[config.mk]
export PLATFORM = sky130hd
export DESIGN_NAME = bcd_cnt_monitor_flat
export DESIGN_NICKNAME = d
export VERILOG_FILES = /design/src/rtl/bcd_mon_pkg.sv /design/src/rtl/bcd_cnt_monitor_if.sv /design/src/rtl/bcd_step_classify.sv /design/src/rtl/bcd_cnt_monitor.sv /design/src/flat_wrapper.sv
export SDC_FILE = /design/constraint.sdc
export NUM_CORES = 1
export LEC_CHECK = 0
export CORE_AREA = 2 2 58 60
export CTS_CLUSTER_DIAMETER = 60
export DETAILED_ROUTE_END_ITERATION = 10
export DIE_AREA = 0 0 60 62
export GPL_TIMING_DRIVEN = 0
export PLACE_DENSITY_LB_ADDON = 0.2
export SYNTH_ARGS = -nofsm -noshare
export SYNTH_HDL_FRONTEND = slang
export SYNTH_SLANG_ARGS = --single-unit
[constraint.sdc]
create_clock -name clk -period 3.7 [get_ports clk]
set_clock_uncertainty 0.1 [all_clocks]
set_input_delay 0.74 -clock clk [delete_from_list [all_inputs] [get_ports clk]]
set_output_delay 0.74 -clock clk [all_outputs]
set_load 0.01 [all_outputs]
[src/rtl/bcd_mon_pkg.sv]
// ---------------------------------------------------------------------------
// bcd_mon_pkg
// Shared types and helpers for the BCD counter monitor and its step
// classifier.
//   mon_state_e : monitor FSM states (EMPTY, SYNC, LOCK)
//   step_e      : classification of one sampled step (UP, DN, HOLD, JMP, BAD)
//   BCD_MAX     : largest legal BCD digit
//   bcd_succ / bcd_pred : mod-10 neighbours of a legal digit
// ---------------------------------------------------------------------------
package bcd_mon_pkg;

    typedef enum logic [1:0] {
        EMPTY,
        SYNC,
        LOCK
    } mon_state_e;

    typedef enum logic [2:0] {
        UP,
        DN,
        HOLD,
        JMP,
        BAD
    } step_e;

    localparam logic [3:0] BCD_MAX = 4'd9;

    function automatic logic [3:0] bcd_succ(input logic [3:0] d);
        return (d >= BCD_MAX) ? 4'd0 : d + 4'd1;
    endfunction

    function automatic logic [3:0] bcd_pred(input logic [3:0] d);
        return (d == 4'd0) ? BCD_MAX : d - 4'd1;
    endfunction

endpackage

[src/rtl/bcd_cnt_monitor_if.sv]
// ---------------------------------------------------------------------------
// bcd_cnt_monitor_if
// Signal bundle between a BCD counter stream source and the monitor.
//   en, q_in        : sample strobe and sampled BCD digit (source -> monitor)
//   dir, locked     : recovered direction (0=up, 1=down) and lock level
//   carry, borrow   : wrap pulses (9->0 locked up, 0->9 locked down)
//   rev, jump, bad  : reversal, non-adjacent step, illegal digit pulses
//   last_q          : last legal digit sampled
// Modports: master = stream source / status consumer, slave = monitor.
// ---------------------------------------------------------------------------
interface bcd_cnt_monitor_if;

    logic       en;
    logic [3:0] q_in;
    logic       dir;
    logic       locked;
    logic       carry;
    logic       borrow;
    logic       rev;
    logic       jump;
    logic       bad;
    logic [3:0] last_q;

    modport master (
        output en, q_in,
        input  dir, locked, carry, borrow, rev, jump, bad, last_q
    );

    modport slave (
        input  en, q_in,
        output dir, locked, carry, borrow, rev, jump, bad, last_q
    );

endinterface

[src/rtl/bcd_step_classify.sv]
// ---------------------------------------------------------------------------
// bcd_step_classify
// Combinational classification of one BCD step.
//   prev_i : previous legal digit (0..9)
//   q_i    : newly sampled value
//   step_o : BAD if q_i > 9, else UP / DN (mod-10 neighbour, wraps
//            included), HOLD (equal) or JMP (any other legal digit)
// ---------------------------------------------------------------------------
module bcd_step_classify
    import bcd_mon_pkg::*;
(
    input  logic [3:0] prev_i,
    input  logic [3:0] q_i,
    output step_e      step_o
);

    always_comb begin
        step_o = JMP;
        if (q_i > BCD_MAX) begin
            step_o = BAD;
        end else if (q_i == prev_i) begin
            step_o = HOLD;
        end else if (q_i == bcd_succ(prev_i)) begin
            step_o = UP;
        end else if (q_i == bcd_pred(prev_i)) begin
            step_o = DN;
        end
    end

endmodule

[src/rtl/bcd_cnt_monitor.sv]
// ---------------------------------------------------------------------------
// bcd_cnt_monitor
// Observer for the output of a reversible BCD counter. Classifies each
// enabled sample against the previous digit, recovers the counting direction
// and lock status, and pulses on wrap, reversal, jump and illegal digits.
// All outputs are registered: the response to a sample appears one clk after
// the edge that sampled it.
//
// Ports:
//   clk : system clock, rising edge
//   res : synchronous reset, active-high
//   mon : bcd_cnt_monitor_if.slave (en, q_in in; dir, locked, carry, borrow,
//         rev, jump, bad, last_q out)
// Parameters:
//   LOCK_N : consecutive same-direction steps needed to lock (1..15)
// Build option:
//   BCD_HOLD_EN : when defined, a repeated digit is a legal stall; otherwise
//                 it is treated exactly like a jump.
// ---------------------------------------------------------------------------
module bcd_cnt_monitor
    import bcd_mon_pkg::*;
#(
    parameter int unsigned LOCK_N = 3
) (
    input  logic               clk,
    input  logic               res,
    bcd_cnt_monitor_if.slave   mon
);

`ifdef BCD_HOLD_EN
    localparam bit HOLD_LEGAL = 1'b1;
`else
    localparam bit HOLD_LEGAL = 1'b0;
`endif

    localparam logic [3:0] LOCK_RUN = 4'(LOCK_N);

    // Saturating run-length increment.
    function automatic logic [3:0] run_inc(input logic [3:0] r);
        return (r == 4'hF) ? r : r + 4'd1;
    endfunction

    mon_state_e state_q, state_d;
    logic [3:0] run_q, run_d;
    logic       cand_q, cand_d;
    logic       dir_q, dir_d;
    logic       locked_q, locked_d;
    logic       carry_q, carry_d;
    logic       borrow_q, borrow_d;
    logic       rev_q, rev_d;
    logic       jump_q, jump_d;
    logic       bad_q, bad_d;
    logic [3:0] digit_q, digit_d;

    step_e      step_raw;
    step_e      step_eff;
    logic       step_dn;

    bcd_step_classify u_classify (
        .prev_i (digit_q),
        .q_i    (mon.q_in),
        .step_o (step_raw)
    );

    always_comb begin
        // A repeated digit folds into JMP unless stalls are legal.
        step_eff = (step_raw == HOLD && !HOLD_LEGAL) ? JMP : step_raw;
        step_dn  = (step_eff == DN);

        state_d  = state_q;
        run_d    = run_q;
        cand_d   = cand_q;
        dir_d    = dir_q;
        digit_d  = digit_q;
        carry_d  = 1'b0;
        borrow_d = 1'b0;
        rev_d    = 1'b0;
        jump_d   = 1'b0;
        bad_d    = 1'b0;

        if (mon.en) begin
            if (step_eff == BAD) begin
                bad_d   = 1'b1;
                state_d = EMPTY;
                run_d   = 4'd0;
            end else begin
                digit_d = mon.q_in;
                unique case (state_q)
                    EMPTY: begin
                        state_d = SYNC;
                        run_d   = 4'd0;
                    end
                    SYNC: begin
                        unique case (step_eff)
                            UP, DN: begin
                                if (run_q == 4'd0 || cand_q == step_dn) begin
                                    run_d = run_inc(run_q);
                                end else begin
                                    run_d = 4'd1;
                                end
                                cand_d = step_dn;
                                if (run_d >= LOCK_RUN) begin
                                    state_d = LOCK;
                                    dir_d   = step_dn;
                                end
                            end
                            HOLD: begin
                            end
                            default: begin
                                jump_d = 1'b1;
                                run_d  = 4'd0;
                            end
                        endcase
                    end
                    LOCK: begin
                        unique case (step_eff)
                            UP, DN: begin
                                // Wrap pulse follows the direction of this
                                // step, so a reversing step can also wrap.
                                dir_d    = step_dn;
                                rev_d    = (step_dn != dir_q);
                                carry_d  = !step_dn && (digit_q == BCD_MAX);
                                borrow_d = step_dn && (digit_q == 4'd0);
                            end
                            HOLD: begin
                            end
                            default: begin
                                jump_d  = 1'b1;
                                state_d = SYNC;
                                run_d   = 4'd0;
                            end
                        endcase
                    end
                    default: begin
                        state_d = EMPTY;
                        run_d   = 4'd0;
                    end
                endcase
            end
        end

        locked_d = (state_d == LOCK);
    end

    always_ff @(posedge clk) begin
        if (res) begin
            state_q  <= EMPTY;
            run_q    <= 4'd0;
            cand_q   <= 1'b0;
            dir_q    <= 1'b0;
            locked_q <= 1'b0;
            carry_q  <= 1'b0;
            borrow_q <= 1'b0;
            rev_q    <= 1'b0;
            jump_q   <= 1'b0;
            bad_q    <= 1'b0;
            digit_q  <= 4'd0;
        end else begin
            state_q  <= state_d;
            run_q    <= run_d;
            cand_q   <= cand_d;
            dir_q    <= dir_d;
            locked_q <= locked_d;
            carry_q  <= carry_d;
            borrow_q <= borrow_d;
            rev_q    <= rev_d;
            jump_q   <= jump_d;
            bad_q    <= bad_d;
            digit_q  <= digit_d;
        end
    end

    assign mon.dir    = dir_q;
    assign mon.locked = locked_q;
    assign mon.carry  = carry_q;
    assign mon.borrow = borrow_q;
    assign mon.rev    = rev_q;
    assign mon.jump   = jump_q;
    assign mon.bad    = bad_q;
    assign mon.last_q = digit_q;

endmodule

[src/flat_wrapper.sv]
// flat-port wrapper written by rule: the top's interface ports become plain ports
module bcd_cnt_monitor_flat import bcd_mon_pkg::*;
#(
    parameter int unsigned LOCK_N = 3
)
  (clk, res, mon_en, mon_q_in, mon_dir, mon_locked, mon_carry, mon_borrow, mon_rev, mon_jump, mon_bad, mon_last_q);
  bcd_cnt_monitor_if mon_i ();
  input  logic clk;
  input  logic res;
  input wire logic [$bits(mon_i.en)-1:0] mon_en;
  input wire logic [$bits(mon_i.q_in)-1:0] mon_q_in;
  output wire logic [$bits(mon_i.dir)-1:0] mon_dir;
  output wire logic [$bits(mon_i.locked)-1:0] mon_locked;
  output wire logic [$bits(mon_i.carry)-1:0] mon_carry;
  output wire logic [$bits(mon_i.borrow)-1:0] mon_borrow;
  output wire logic [$bits(mon_i.rev)-1:0] mon_rev;
  output wire logic [$bits(mon_i.jump)-1:0] mon_jump;
  output wire logic [$bits(mon_i.bad)-1:0] mon_bad;
  output wire logic [$bits(mon_i.last_q)-1:0] mon_last_q;
  assign mon_i.en = mon_en;
  assign mon_i.q_in = mon_q_in;
  assign mon_dir = mon_i.dir;
  assign mon_locked = mon_i.locked;
  assign mon_carry = mon_i.carry;
  assign mon_borrow = mon_i.borrow;
  assign mon_rev = mon_i.rev;
  assign mon_jump = mon_i.jump;
  assign mon_bad = mon_i.bad;
  assign mon_last_q = mon_i.last_q;
  bcd_cnt_monitor #(.LOCK_N(LOCK_N)) u_core (.clk(clk), .res(res), .mon(mon_i));
endmodule
# --- After elaboration in Yosys (flattened, before gate mapping) ---
# Cells that the tools add are included.
op_classes:
  div_mod_pow: 0
  bitwise_logic: 5
  n_shift: 0
  n_reduce_logical: 19
  n_lt_le_gt_ge: 3
  add_sub_neg: 3
  multipliers: 0
  n_eq_ne: 19
  mux: 29
op_table:
  columns: ["cell", "count"]
  rows:
  - ["4-bit 2-to-1 mux", 10]
  - ["2-bit 2-to-1 mux", 8]
  - ["4-bit case mux with 2 select lines", 2]
  - ["4-bit == test", 3]
  - ["4-bit by 1-bit adder with 4-bit output (second input constant)", 2]
  - ["4-bit == test (second input constant)", 2]
  - ["4-bit zero test", 2]
  - ["3-bit by 2-bit == test with 1-bit output (second input constant)", 2]
  - ["3-bit 2-to-1 mux", 2]
  - ["2-bit by 1-bit != test with 1-bit output (second input constant)", 3]
  - ["3-bit by 2-bit != test with 1-bit output (second input constant)", 2]
  - ["2-bit case mux with 3 select lines", 1]
  - ["6-bit AND reduction", 1]
  - ["2-bit OR reduction", 3]
  - ["1-bit 2-to-1 mux", 5]
  - ["1-bit inverter", 5]
  - ["5-bit OR reduction", 1]
  - ["2-bit == test (second input constant)", 2]
  - ["4-bit by 2-bit greater-or-equal comparator with 1-bit output (second input constant)", 1]
  - ["4-bit greater-or-equal comparator (second input constant)", 1]
  - ["4-bit > comparator (second input constant)", 1]
  - ["4-bit AND reduction", 1]
  - ["4-bit OR reduction", 1]
  - ["4-bit by 1-bit subtractor with 4-bit output (second input constant)", 1]
  - ["15 further kinds", 16]
totals:
  rom_bits: 0
  latchBits: 0
  mem_count: 0
  ramBits: 0
  reg_bits: 18

# --- Longest topological paths before layout ---
depth:
  depth_word: 24
  depth_mapped: 12

# --- Modules after synthesis ---
# From an unflattened synthesis, not the netlist that was laid out.
unflattened:
  cells_unflattened: 186
  area_unflattened_um2: 1470.2
modules_own_cells:
  columns: ["mod", "cells_each", "n_inst", "area_per_inst_um2"]
  rows:
  - ["bcd_cnt_monitor", 127, 1, 1056.0]
  - ["bcd_step_classify", 59, 1, 414.1]

# --- Worst setup path after synthesis ---
# Ideal clock, no wire load.
synth_path:
  path_type: "reg-to-reg"
  startpoint: "reg u_core.digit_q[1] (netlist: u_core.mon.last_q[1])"
  endpoint: "reg u_core.locked_q (netlist: u_core.mon.locked)"
  stages_incl_launch_ff: 13
  setup_time_ns: 0.088
  period_less_slack_ns: 3.156
  path_slack_ns: 0.544
  required_ns: 3.512
  path_buffers: 3
  arrival_time_ns: 2.968
  cell_sequence: "dfxtp_1 -> clkbuf_1 -> inv_1 -> ha_1 -> or3b_4 -> a2111oi_1 -> nor3_1 -> or4_4 -> buf_6 -> nand2_4 -> buf_6 -> nand4_2 -> a311oi_2"
synth_between:
  elab_chain_len: 24
  elab_cells_between_ends: 36
synth_rtl:
  columns: ["item", "line_no", "source"]
  rows:
  - ["start, declared", "bcd_cnt_monitor.sv:53", "logic [3:0] digit_q, digit_d;"]
  - ["start signal, assigned", "bcd_cnt_monitor.sv:169", "digit_q <= digit_d;"]
  - ["4-bit by 1-bit subtractor with 4-bit output / 4-bit zero test (equally long branches)", "bcd_mon_pkg.sv:33", "return (d == 4'd0) ? BCD_MAX : d - 4'd1;"]
  - ["4-bit 2-to-1 mux", "bcd_mon_pkg.sv:33", null]
  - ["4-bit == test", "bcd_step_classify.sv:25", "end else if (q_i == bcd_pred(prev_i)) begin"]
  - ["2-bit 2-to-1 mux", "bcd_step_classify.sv:25", null]
  - ["2-bit 2-to-1 mux", "bcd_step_classify.sv:23", "end else if (q_i == bcd_succ(prev_i)) begin"]
  - ["2-bit 2-to-1 mux *", "bcd_step_classify.sv:21", "end else if (q_i == prev_i) begin"]
  - ["3-bit 2-to-1 mux *", "bcd_step_classify.sv:19", "if (q_i > BCD_MAX) begin"]
  - ["3-bit by 2-bit == test with 1-bit output", "bcd_cnt_monitor.sv:67", "step_eff = (step_raw == HOLD && !HOLD_LEGAL) ? JMP : step_raw;"]
  - ["[... 8 more ...]", null, null]
  - ["4-bit 2-to-1 mux", "bcd_cnt_monitor.sv:81", "if (mon.en) begin"]
  - ["4-bit by 2-bit greater-or-equal comparator with 1-bit output", "bcd_cnt_monitor.sv:102", "if (run_d >= LOCK_RUN) begin"]
  - ["2-bit 2-to-1 mux", "bcd_cnt_monitor.sv:102", null]
  - ["2-bit 2-to-1 mux", "bcd_cnt_monitor.sv:94", "unique case (step_eff)"]
  - ["2-bit case mux with 3 select lines", "bcd_cnt_monitor.sv:88", "unique case (state_q)"]
  - ["2-bit 2-to-1 mux *", "bcd_cnt_monitor.sv:82", "if (step_eff == BAD) begin"]
  - ["2-bit 2-to-1 mux *", "bcd_cnt_monitor.sv:81", null]
  - ["2-bit == test *", "bcd_cnt_monitor.sv:142", "locked_d = (state_d == LOCK);"]
  - ["end signal, assigned", "bcd_cnt_monitor.sv:163", "locked_q <= locked_d;"]
  - ["end, declared", "bcd_cnt_monitor.sv:47", "logic locked_q, locked_d;"]
# Every way passes the cells marked *; elsewhere a longest branch is shown, timed or not. The select of a mux whose other input is x is not followed.
# A chain may end at the register's enable or synchronous reset.

# --- Worst setup path after layout ---
# Ends and elaborated chain as after synthesis.

==> run metrics <==
outcome=finished clean; top library cells by usage in the layout, fill and taps aside=nand2_1 (23), nor2_1 (18), dfxtp_1 (18); initial detailed-routing violation count=80; effective utilization at floorplan=46.6%; Wirelength per Cell=13.6 µm; initial antenna violation count=0; I/O pin count=18; number of buffers on the longest clock path=2; share of power burned in registers=48.0%; Seq/Total Area, Yosys=24.3%; number of filler cells placed in the layout=311; global-route congestion overflow total=0; Fin. Hold Viols=0; Detailed Place HPWL=2.61 mm; count of pins over their slew limit=0; Crit Path Class=reg -> reg; Setup crit end=u_core.mon.locked; quantity of gates resized following cts=0; Final Critical Period=3480 ps; final antenna diode count=0; Die H=62 µm; TritonRoute pass-1 iters=4; number of global-route vias before repair=1295; internal power consumption=284 µW; most instantiated flip-flop cell in the synthesis netlist=dfxtp_1; sort of element at the start of the critical path=flop; area of the mapped netlist=1480 µm²; TritonCTS Sinks=18; first-pass GRT wire length=5.80 mm; setup repair bufs after CTS=0; top achievable clock speed=288 MHz; FF-to-FF End=u_core.mon.locked; vias per cell=5.61; Worst Path Arrival=3600 ps; clock tree from TritonCTS=built; overall die area=3720 µm²; Final Cycle Share=94.0%; cell count after synthesis=194; maximum number of pins on one net before global-route repair=11; placeable core region=3180 µm²; flip-flop and latch count after synthesis=18; post-route DRC violation count=0; DR vias=1448; Die W=60 µm; routability congestion estimate=0.900; clock latency on the worst-skew pair=300 ps; post-route non-filler standard cell count=258; EDFF count, synth=0; setup TNS after final layout=0 ps; setup violators final=0; maximum resistive drop on vdd=147 µV; clock transition at the registers of the reported paths=110 ps; clock share of power=24.0%; number of core rows=21; all-layer global routing usage=20.5%; Synth Net Count=211; path category of the worst min-delay check=reg -> reg; number of warnings reported in the yosys synthesis log=0; asr flop ratio synth=0%; flop2flop setup slack=220 ps; Distinct cells, synth=54; Num CTS Buffers=3; total instance count after detailed placement=255; buffers added on ports=15; max_cap viols=0; Post-layout nets=231; switching share of power=32.5%; Post-CTS Hold Buffers=0; commonest non-fill, non-tap cell in the layout=nand2_1; depth of the worst register-to-register path=12; level count of the clock H-tree=1; synthesized area per cell=7.64 µm²; Critical Path Source=u_core.mon.last_q[1]; Slew Limit Headroom=51.5%; beginning of the worst register-to-register path=u_core.mon.last_q[1]; Total Wirelength=3.50 mm; maximum net fanout on the critical path=10; cell at the root of the clock tree=clkbuf_4; required time at the endpoint of the critical path=3820 ps; leakage power figure=0.000640 µW; layout overhead on the synthesized area=15.5%; Worst Max-Slew Pin Slew=721 ps; Switching Power=137 µW; CP endpoint kind=flop; share of power burned in combinational logic=28.0%; layout cell share with drive strength beyond 1=7.55%; number of routed nets with antenna violations=0; power density of the placed cells=246 nW/µm²; RSZ-0062 raised after global routing=no
-- Yosys cell counts, types with 2 or more instances --
library cell	number	share of area, %
nand2_1	23	5.8
dfxtp_1	18	24
nor2_1	18	4.6
a21oi_1	12	4.1
clkbuf_1	11	2.8
ha_1	10	8.4
inv_1	10	2.5
xor2_1	9	5.3
nand3_1	7	2.4
a211oi_1	5	2.5
a31oi_1	5	2.1
o21ai_0	5	1.7
nand4_1	4	1.7
o21a_1	4	2.0
and3_1	3	1.3
nor3_1	3	1.0
o22ai_1	3	1.3
and4_1	2	1.2
buf_1	2	0.51
buf_6	2	1.5
nand3b_1	2	1.0
nor3b_1	2	1.0
nor4_1	2	0.84
xnor2_1	2	1.2
-- kinds of logic after synthesis --
logic type	count (synthesis)	share of synthesized area [%]
AOI/OAI and AO/OA	53	25.7
xor gates and xnor gates	11	6.50
adders and majority gates	10	8.44
buffers and inverters	25	7.34
DFF	18	24.3
muxes	1	0.928
and+or+nand+nor	76	26.8
-- registers in the layout, indices dropped and copies added, names as in the netlist --
name and cells:
u_core.mon.bad 1, u_core.mon.dir 1, u_core.mon.borrow 1, u_core.mon.locked 1
u_core.run_q 4, u_core.cand_q 1, u_core.mon.last_q 4, u_core.mon.rev 1
u_core.mon.carry 1, u_core.state_q 2, u_core.mon.jump 1
-- metrics by stage --
stage               util (%)  setup slack (ps)  power (µW)  hold WS [ps]  area [µm²]
floorplan                  -               544         291           378        1480
global placement        53.2              36.8         321           405        1690
detailed placement      53.2             -14.6         323           413        1690
CTS                     53.9               232         426           429        1710
global route            53.9              17.9         452           469        1710
finish                  53.9               223         421           427        1710
-- metal layers --
metal | part of all wire (%) | vias to the layer above | global-route usage [%]
met3 | 4.1 | 6 | 2.90
met5 | 0 | - | 0
met1 | 51 | 669 | 29.8
met2 | 43 | 37 | 30.4
li1 | - | 736 | -
met4 | 1.5 | 0 | 7.94
-- worst min path at each step --
stage | start | endpoint | slack (ps) | depth (start not counted)
after global routing | u_core.run_q[1] | u_core.run_q[1] | 470 | 2
final | u_core.state_q[1] | u_core.state_q[1] | 430 | 2
after floorplan | u_core.run_q[1] | u_core.run_q[1] | 380 | 2
after global placement | u_core.run_q[1] | u_core.run_q[1] | 410 | 2
after CTS | u_core.run_q[1] | u_core.run_q[1] | 430 | 2
after detailed placement | u_core.run_q[1] | u_core.run_q[1] | 410 | 2
-- critical path, cell delays in order, from the launching register on --
cell,delay (ps)
dfxtp_1,360
clkbuf_1,290
inv_1,140
ha_1,220
or3b_4,410
a2111oi_0,460
nor3_1,110
or4_4,580
buf_6,170
nand2_4,60
buf_6,140
nand4_2,110
a311oi_2,250
-- layout make-up --
| cell class | count | area [µm²] | area share [%] |
|---|---|---|---|
| inverter | 10 | 37.5 | 2.19 |
| buffer | 15 | 71.3 | 4.16 |
| clock buffer | 3 | 22.5 | 1.31 |
| tap | 46 | 57.6 | 3.36 |
| sequential | 18 | 360 | 21.0 |
| timing repair buffer | 15 | 150 | 8.77 |
| multi-input combinational | 151 | 1010 | 59.2 |
-- power by group through the flow --
stage | Clock (µW) | Sequential (µW) | Combinational (µW)
after floorplan | 0 | 208 | 83.4
final | 101 | 202 | 118
after global placement | 0 | 207 | 114
after global routing | 118 | 203 | 130
after detailed placement | 0 | 207 | 116
after CTS | 106 | 202 | 117
Power figures use the tool's default switching activity.
